`src/rtl/button_pulse_multi.sv`:
```
// N-channel pushbutton front end: two-flop synchroniser, debounce, press/release
// FSM and optional auto-repeat, emitting one registered pulse per channel event.
module button_pulse_multi #(
    parameter int unsigned N              = 4,
    parameter int unsigned DEBOUNCE       = 4,
    parameter bit          PULSE_ON_PRESS = 1'b0,
    parameter int unsigned REPEAT_DELAY   = 0,
    parameter int unsigned REPEAT_PERIOD  = 8
) (
    input  logic         clock,
    input  logic         reset,
    input  logic [N-1:0] button_in,
    output logic [N-1:0] pulse_out,
    output logic [N-1:0] held
);

    localparam int unsigned DB_W      = $clog2(DEBOUNCE + 1);
    localparam int unsigned REP_MAX   = (REPEAT_DELAY > REPEAT_PERIOD) ? REPEAT_DELAY : REPEAT_PERIOD;
    localparam int unsigned REP_W     = $clog2(REP_MAX + 1);
    localparam bit          REPEAT_EN = PULSE_ON_PRESS && (REPEAT_DELAY != 0);

    localparam logic [1:0] FREE     = 2'd0;
    localparam logic [1:0] PRESSED  = 2'd1;
    localparam logic [1:0] RELEASED = 2'd2;

    for (genvar i = 0; i < N; i++) begin : g_ch
        logic             sync1_q, sync1_d;
        logic             sync2_q, sync2_d;
        logic             held_q, held_d;
        logic [DB_W-1:0]  db_cnt_q, db_cnt_d;
        logic [1:0]       state_q, state_d;
        logic [REP_W-1:0] rep_cnt_q, rep_cnt_d;
        logic             rep_first_q, rep_first_d;
        logic             pulse_q, pulse_d;
        logic             press_evt;
        logic             rep_fire;
        logic [REP_W-1:0] rep_target;

        always_ff @(posedge clock or negedge reset) begin
            if (!reset) begin
                sync1_q     <= 1'b1;
                sync2_q     <= 1'b1;
                held_q      <= 1'b0;
                db_cnt_q    <= '0;
                state_q     <= FREE;
                rep_cnt_q   <= '0;
                rep_first_q <= 1'b1;
                pulse_q     <= 1'b0;
            end else begin
                sync1_q     <= sync1_d;
                sync2_q     <= sync2_d;
                held_q      <= held_d;
                db_cnt_q    <= db_cnt_d;
                state_q     <= state_d;
                rep_cnt_q   <= rep_cnt_d;
                rep_first_q <= rep_first_d;
                pulse_q     <= pulse_d;
            end
        end

        always_comb begin
            sync1_d     = button_in[i];
            sync2_d     = sync1_q;
            held_d      = held_q;
            db_cnt_d    = '0;
            state_d     = state_q;
            rep_cnt_d   = rep_cnt_q;
            rep_first_d = rep_first_q;
            rep_fire    = 1'b0;
            pulse_d     = 1'b0;
            rep_target  = rep_first_q ? REP_W'(REPEAT_DELAY) : REP_W'(REPEAT_PERIOD);

            // Debounce: accept the inverted synchronised level after DEBOUNCE mismatching cycles
            if ((~sync2_q) != held_q) begin
                if (db_cnt_q + DB_W'(1) == DB_W'(DEBOUNCE)) begin
                    held_d = ~held_q;
                end else begin
                    db_cnt_d = db_cnt_q + DB_W'(1);
                end
            end

            case (state_q)
                FREE:     if (held_q)  state_d = PRESSED;
                PRESSED:  if (!held_q) state_d = RELEASED;
                RELEASED: state_d = FREE;
                default:  state_d = FREE;
            endcase

            press_evt = (state_q == FREE) && held_q;

            // Repeat counter is gated by the next held level so a release cancels a due repeat
            if (!REPEAT_EN || !held_d) begin
                rep_cnt_d   = '0;
                rep_first_d = 1'b1;
            end else if (press_evt) begin
                rep_cnt_d   = '0;
                rep_first_d = 1'b1;
            end else if (state_q == PRESSED) begin
                if (rep_cnt_q + REP_W'(1) == rep_target) begin
                    rep_fire    = 1'b1;
                    rep_cnt_d   = '0;
                    rep_first_d = 1'b0;
                end else begin
                    rep_cnt_d = rep_cnt_q + REP_W'(1);
                end
            end

            if (PULSE_ON_PRESS) begin
                pulse_d = press_evt || rep_fire;
            end else begin
                pulse_d = (state_d == RELEASED);
            end
        end

        assign pulse_out[i] = pulse_q;
        assign held[i]      = held_q;
    end

endmodule

```
`config.mk`:
```
export PLATFORM = sky130hd
export DESIGN_NAME = button_pulse_multi
export DESIGN_NICKNAME = d
export VERILOG_FILES = /design/src/rtl/button_pulse_multi.sv
export SDC_FILE = /design/constraint.sdc
export NUM_CORES = 1
export LEC_CHECK = 0
export ABC_AREA = 1
export ABC_CLOCK_PERIOD_IN_PS = 2800
export CORE_MARGIN = 2
export CORE_UTILIZATION = 40
export CTS_CLUSTER_DIAMETER = 50
export DETAILED_ROUTE_END_ITERATION = 8
export GPL_ROUTABILITY_DRIVEN = 1
export PLACE_DENSITY = 0.56
export SLEW_MARGIN = 20
export SYNTH_ARGS = -nofsm -noshare
export SYNTH_HDL_FRONTEND = slang
export SYNTH_SLANG_ARGS = --single-unit
```
`constraint.sdc`:
```
create_clock -name clock -period 2.8 [get_ports clock]
set_clock_uncertainty 0.1 [all_clocks]
set_input_delay 0.7 -clock clock [delete_from_list [all_inputs] [get_ports clock]]
set_output_delay 0.7 -clock clock [all_outputs]
set_load 0.005 [all_outputs]
```
======== Word level (Yosys, flattened, before mapping) ========
Index checks and enable logic that the tools add are counted.
storage, ports and cells
  register bits after elaboration ......... 36
  input bits .............................. 6
  output and inout port bits .............. 8
  word-level logic and storage cells ...... 80
cells by class
  add/sub/neg operators ................... 4
  equality and inequality tests ........... 16
  multiplexer cells ....................... 20
  bitwise logic cells ..................... 8
  reductions and logical operators ........ 8
operators by type and width
  cell                 count
  $mux 3               8
  $mux 2               8
  $pmux 2 s2           4
  $add 3x1->3 const B  4
  $eq 3x3->1 const B   4
  $eq 2x1->1 const B   4
  $eq 2x2->1 const B   4
  $logic_not 2->1      4
  $not 1->1            8
  $reduce_and 2->1     4
  $ne 1x1->1           4

======== Longest topological paths before layout ========
Gate-level depths: netlist (run 1).
  word-level depth ........................ 4
  gate-level depth with buffers ........... 6
  mapped depth without buffers ............ 6

======== Least setup slack after synthesis (run 1) ========
No wires, ideal clock.
  kind .................................... reg2out
  start ................................... register g_ch[1].held_q
  end ..................................... output port held[1]
  data arrival time ....................... 0.550 ns
  data required time ...................... 2.000 ns
  path slack .............................. 1.450 ns
  cell stages (with the launch flop) ...... 2
  path buffers ............................ 1
  cell sequence ........................... dfrtp_1 > buf_4
RTL lines
  element                   line  text
  start: declaration        29    logic held_q, held_d;
  start signal: assignment  52    held_q <= held_d;
  end: declaration          14    output logic [N-1:0] held
No word-level cell between the ends.

======== Worst setup path after layout (run 1) ========
  start ................................... register g_ch[0].held_q
  end ..................................... output port held[0]
RTL lines
  element                   line
  start: declaration        29
  start signal: assignment  52
No word-level cell between the ends.

==> summary.md, run 1 <==
| Metric | Value |
|---|---|
| Pwr dens | 952 nW/µm² |
| Die H | 65.3 µm |
| Hold Buf Count CTS | 0 |
| Commonest non-fill, non-tap cell in the layout | dfrtp_1 |
| Dpl ws | 1.04 ns |
| Avg Inst Size Synth | 10.4 µm² |
| Worst min path class | reg -> reg |
| Reg clk slew, reported paths | 0.07 ns |
| Via count | 917 |
| Tmin final | 2.06 ns |
| Die width | 65.3 µm |
| Largest family of logic cells by synthesized area | simple AND/OR/NAND/NOR gates |
| Synth top area share | 0.467 |
| Critical-path top delay cell | clkdlybuf4s50_1 |
| CTS H-tree depth | 2 |
| Worst-skew pair later-pin latency | 0.28 ns |
| Post-synthesis mux area share | 0 |
| Post-CTS Resized | 0 |
| Share of cells above drive strength 1 | 0.146 |
| Fin crit share | 0.736 |
| Buf/Inv on CP | 1 |
| Sink count of the clock tree | 36 |
| Pleak | 0.000887 µW |
| Nets | 171 |
| Clk buf depth | 2 |
| R2r setup slk | 1.63 ns |
| Power Total | 1650 µW |
| Worst EP arrival | 1.26 ns |
| Ant diodes | 0 |
| Aggregate negative setup slack | 0 ns |
| Starting Density | 0.413 |
| Critical path capture point type | primary output |
| Mapped cell area | 1500 µm² |
| Synth area leader | dfrtp_1 |
| 1st-iter DRT viols | 57 |
| Startpoint types | flop |
| CP max stage delay | 0.53 ns |
| Initial antenna violation count | 0 |
| Post-Synth Simple-Gate Area | 0.227 |
| DRT Pass-1 Iters | 3 |
| Most frequent cells in the layout | dfrtp_1, nand2_1, inv_1 |
| Largest net degree at the start of global routing | 37 |
| TritonCTS Buffers | 5 |
| Syn Inst Count | 144 |
| Average wire per standard cell | 10.2 µm |
| Clk root buf | clkbuf_8 |
| Synth top area cells | dfrtp_1, dfstp_2, ha_1 |
| Xor-xnor portion of the synthesized cell area | 0 |
| Area share of fa/ha/maj cells after synthesis | 0.0667 |
| Synthesis-to-finish area growth | 15.2% |
| PortBufs | 13 |
| Hold_ws | 0.256 ns |
| Post-route setup slack | 0.740 ns |
| Crit path required time | 2.00 ns |
| Die Area | 4260 µm² |
| Core area | 3630 µm² |
| Slew HR | 0.707 |
| Placer congestion estimate | 0.778 |
| CP max FO | 6 |
| Core Rows | 22 |
| VDD IR max | 0.320 mV |
| Register area share after synthesis | 0.607 |
| DRC viols | 0 |
| Antenna Nets Post-Route | 0 |
| Max Clk Rate | 485 MHz |
| Vias in the first global route | 956 |
| Flop and latch count out of synthesis | 36 |
| Filler instances | 348 |
| I/O pin total | 14 |
| Synth Area in Compound Gates | 0 |
| Yosys warnings | 0 |
| Critical path type | reg -> out |
| HPWL Detailed | 1.56 mm |
| Total grt overflow | 0 |
| Slew @ Worst Pin | 0.440 ns |
| Worst-path cell chain | clkdlybuf4s50_1 |
| Status | complete, no violations |
| DRT Wirelength | 2.11 mm |
| CP top delay family | buffers and inverters |
| Final slew viol count | 0 |
| Vias per cell | 4.45 |
| Final hold violation count | 0 |
| Post CTS Setup Buffer Count | 0 |
| Post-synthesis cell type count | 13 |
| Max-cap check violation count | 0 |
| RSZ-0062 raised after global routing | no |
| Total Routing Usage GR | 0.123 |
| Global-route wire length before repair | 3.83 mm |
| Syn nets | 158 |
| Setup Viol. Count Final | 0 |
| CTS tree | built |
metal layers:
| metal | track usage | vias to the layer above | wire length [µm] | share of wire |
|---|---|---|---|---|
| met1 | 0.119 | 438 | 880 | 0.42 |
| met5 | 0 | - | 0 | 0 |
| met3 | 0.0497 | 6 | 80 | 0.038 |
| li1 | - | 461 | - | - |
| met4 | 0.0911 | 0 | 65 | 0.031 |
| met2 | 0.210 | 12 | 1080 | 0.51 |
power breakdown:
| group | internal, µW | switching [µW] |
|---|---|---|
| Combinational | 241 | 220 |
| Clock | 200 | 169 |
| Sequential | 697 | 119 |
| Total | 1140 | 507 |
cell type report:
| class | instances | area (µm²) | area share |
|---|---|---|---|
| Clock buffer | 8 | 90.1 | 0.0521 |
| Inverter | 24 | 90.1 | 0.0521 |
| Multi-Input combinational cell | 76 | 440 | 0.255 |
| Sequential cell | 36 | 911 | 0.527 |
| Tap cell | 48 | 60.1 | 0.0347 |
| Timing Repair Buffer | 14 | 138 | 0.0796 |
flip-flops by register name, indices dropped and copies added (netlist names):
register / cells
g_ch.sync1_q: 4
g_ch.sync2_q: 4
g_ch.pulse_q: 4
g_ch.db_cnt_q: 12
g_ch.state_q: 8
g_ch.held_q: 4
logic make-up after synthesis:
| group | count (synthesis) |
|---|---|
| buffers and inverters | 32 |
| flip-flops | 36 |
| AND/OR/NAND/NOR | 68 |
| adder cells (fa/ha/maj) | 8 |
worst paths after layout:
check                                         startpoint                    endpoint  cells past startpoint
min in group asynchronous                          reset   g_ch[1].pulse_q$_DFF_PN0_                      2
max                           g_ch[0].held_q$_DFFE_PN0P_                     held[0]                      1
max in group asynchronous                          reset   g_ch[2].sync2_q$_DFF_PN1_                      2
min reg2reg                    g_ch[0].sync1_q$_DFF_PN1_   g_ch[0].sync2_q$_DFF_PN1_                      0
min                            g_ch[0].sync1_q$_DFF_PN1_   g_ch[0].sync2_q$_DFF_PN1_                      0
max reg2reg                g_ch[3].db_cnt_q[0]$_DFF_PN0_  g_ch[3].held_q$_DFFE_PN0P_                      5
synthesized netlist by cell type:
| library cell | n |
|---|---|
| buf_4 | 8 |
| dfrtp_1 | 28 |
| dfstp_2 | 8 |
| ha_1 | 8 |
| inv_1 | 20 |
| inv_2 | 4 |
| nand2_1 | 24 |
| nand2_2 | 4 |
| nand3_1 | 4 |
| nand3b_1 | 8 |
| nand4_1 | 4 |
| nor2_1 | 16 |
| nor3b_1 | 8 |
stage by stage:
step	area, µm²	instances	util
global placement	1640	198	0.451
global route	1730	206	0.476
floorplan	1500	144	-
detailed placement	1640	198	0.451
CTS	1730	206	0.476
finish	1730	206	0.476
Note: power is estimated with default switching activity, not from simulation.
==> run 2, diff against run 1 <==
--- a/config.mk
+++ b/config.mk
@@ -6,7 +6,7 @@
 export NUM_CORES = 1
 export LEC_CHECK = 0
 export ABC_AREA = 1
-export ABC_CLOCK_PERIOD_IN_PS = 2800
+export ABC_CLOCK_PERIOD_IN_PS = 2150
 export CORE_MARGIN = 2
 export CORE_UTILIZATION = 40
 export CTS_CLUSTER_DIAMETER = 50
==> constraint.sdc (replaced) <==
create_clock -name clock -period 2.15 [get_ports clock]
set_clock_uncertainty 0.1 [all_clocks]
set_input_delay 0.5375 -clock clock [delete_from_list [all_inputs] [get_ports clock]]
set_output_delay 0.5375 -clock clock [all_outputs]
set_load 0.005 [all_outputs]
==> run 2 against run 1 <==
Register-to-register slack got worse by 0.65 ns. Utilization increased by 0.28 points. Clock-buffer cell count did not move. Total power grew 32%. Global-route usage up 0.13 points. Routed wire length grew 2.0%. Largest power group unchanged. Combinational power up 30%. Non-clock buffer count unchanged. Worst setup slack lost 0.50 ns. First-iteration DRC count fell by 61%.
==> summary.md, run 2 (synthesized netlist as in run 1, its figures left out) <==
| Metric | Value |
|---|---|
| Status | complete, no violations |
| Commonest non-fill, non-tap cell in the layout | dfrtp_1 |
| Worst-path cell chain | clkdlybuf4s50_1 |
| Filler instances | 361 |
| Internal power | 1510 µW |
| Post-CTS Resized | 0 |
| Setup Viol. Count Final | 0 |
| Most frequent cells in the layout | dfrtp_1, nand2_1, inv_1 |
| Final hold violation count | 0 |
| GR peak layer | met2 |
| Worst-skew pair later-pin latency | 0.29 ns |
| Buf/Inv on CP | 1 |
| Met3 usage | 0.0360 |
| Crit path required time | 1.51 ns |
| Seq pwr share | 0.488 |
| Multi-input logic area | 440 µm² |
| Die H | 65.3 µm |
| Antenna Nets Post-Route | 0 |
| Met1 Track Usage GR | 0.134 |
| Sink count of the clock tree | 36 |
| CTS tree | built |
| 1st-iter DRT viols | 22 |
| Reg area | 911 µm² |
| CP max stage delay | 0.54 ns |
| Number of flip-flops under the largest register name | 12 |
| I/O pin total | 14 |
| Synthesis-to-finish area growth | 15.8% |
| Clock power frac | 0.236 |
| Startpoint types | flop |
| Core Rows | 22 |
| Ant diodes | 0 |
| Post CTS Setup Buffer Count | 0 |
| DRC viols | 0 |
| Switching part of the total | 0.306 |
| Clk root buf | clkbuf_8 |
| Via count | 929 |
| PortBufs | 13 |
| CP top delay family | buffers and inverters |
| Vias in the first global route | 962 |
| Tmin final | 1.91 ns |
| Global-route wire length before repair | 3.87 mm |
| Fin crit share | 0.887 |
| Regs by FF count | g_ch.db_cnt_q: 12 flops, g_ch.state_q: 8 flops |
| Sw Pwr | 667 µW |
| Pwr dens | 1250 nW/µm² |
| Vias per cell | 4.51 |
| TritonCTS Buffers | 5 |
| Average wire per standard cell | 10.4 µm |
| Nets | 171 |
| Initial antenna violation count | 0 |
| Max-cap check violation count | 0 |
| Total grt overflow | 0 |
| Share of cells above drive strength 1 | 0.152 |
| Cell area after layout | 1740 µm² |
| Total Routing Usage GR | 0.125 |
| M2 GR Usage | 0.199 |
| Critical path capture point type | primary output |
| HPWL Detailed | 1.60 mm |
| Slew HR | 0.709 |
| Die width | 65.3 µm |
| DRT Pass-1 Iters | 2 |
| DRT Wirelength | 2.15 mm |
| CTS H-tree depth | 2 |
| RSZ-0062 raised after global routing | no |
| Worst min path class | reg -> reg |
| Placed Area | 1640 µm² |
| Die Area | 4260 µm² |
| Worst EP arrival | 1.27 ns |
| Reg clk slew, reported paths | 0.07 ns |
| Pleak | 0.000894 µW |
| Final slew viol count | 0 |
| Largest net degree at the start of global routing | 37 |
| CP max FO | 6 |
| Starting Density | 0.413 |
| Placer congestion estimate | 0.785 |
| Critical-path top delay cell | clkdlybuf4s50_1 |
| Aggregate negative setup slack | 0 ns |
| Critical path type | reg -> out |
| Top reg by flops | g_ch.db_cnt_q |
| VDD IR max | 0.382 mV |
| Max Clk Rate | 525 MHz |
| Core area | 3630 µm² |
| Hold Buf Count CTS | 0 |
| Logic pwr share | 0.276 |
| Clk buf depth | 2 |
| Slew @ Worst Pin | 0.437 ns |
run 2: cell types whose count changed in the layout (fill, tap and decap cells not counted):
cell      before  now
clkbuf_1       2    1
clkbuf_8       6    7
run 2: through the flow:
step           setup slack [ns]  cells  hold slack, ns  power, µW   util
2_1_floorplan             0.962    144           0.142       1510      -
3_3_place_gp              0.574    198           0.246       1650  0.451
3_5_place_dp              0.548    198           0.247       1690  0.451
4_1_cts                   0.229    206           0.257       2220  0.479
5_1_grt                   0.179    206           0.266       2350  0.479
6_report                  0.244    206           0.256       2180  0.479
run 2: layout make-up:
type	count	share of cell area
Clock buffer	8	0.0576
Inverter	24	0.0518
Multi-Input combinational cell	76	0.253
Sequential cell	36	0.524
Tap cell	48	0.0345
Timing Repair Buffer	14	0.0791
run 2: layer usage:
layer  wire, µm  vias up
met4         85        0
met2       1080       12
met5          0        -
li1           -      462
met1        916      448
met3         71        7
run 2: worst paths after layout:
kind | start | end | slack [ns] | cells past startpoint
max | g_ch[1].held_q$_DFFE_PN0P_ | held[1] | 0.24 | 1
min | g_ch[2].sync1_q$_DFF_PN1_ | g_ch[2].sync2_q$_DFF_PN1_ | 0.26 | 0
max reg2reg | g_ch[2].db_cnt_q[0]$_DFF_PN0_ | g_ch[2].held_q$_DFFE_PN0P_ | 0.98 | 5
min reg2reg | g_ch[2].sync1_q$_DFF_PN1_ | g_ch[2].sync2_q$_DFF_PN1_ | 0.26 | 0
max in group asynchronous | reset | g_ch[3].sync2_q$_DFF_PN1_ | 1.04 | 2
min in group asynchronous | reset | g_ch[1].held_q$_DFFE_PN0P_ | 0.56 | 2
run 2: power by group through the flow:
stage / combinational (µW) / sequential [µW] / clock (µW)
finish: 601 / 1060 / 514
global route: 688 / 1100 / 564
CTS: 615 / 1070 / 539
detailed placement: 612 / 1080 / 0
global placement: 587 / 1060 / 0
floorplan: 471 / 1040 / 0
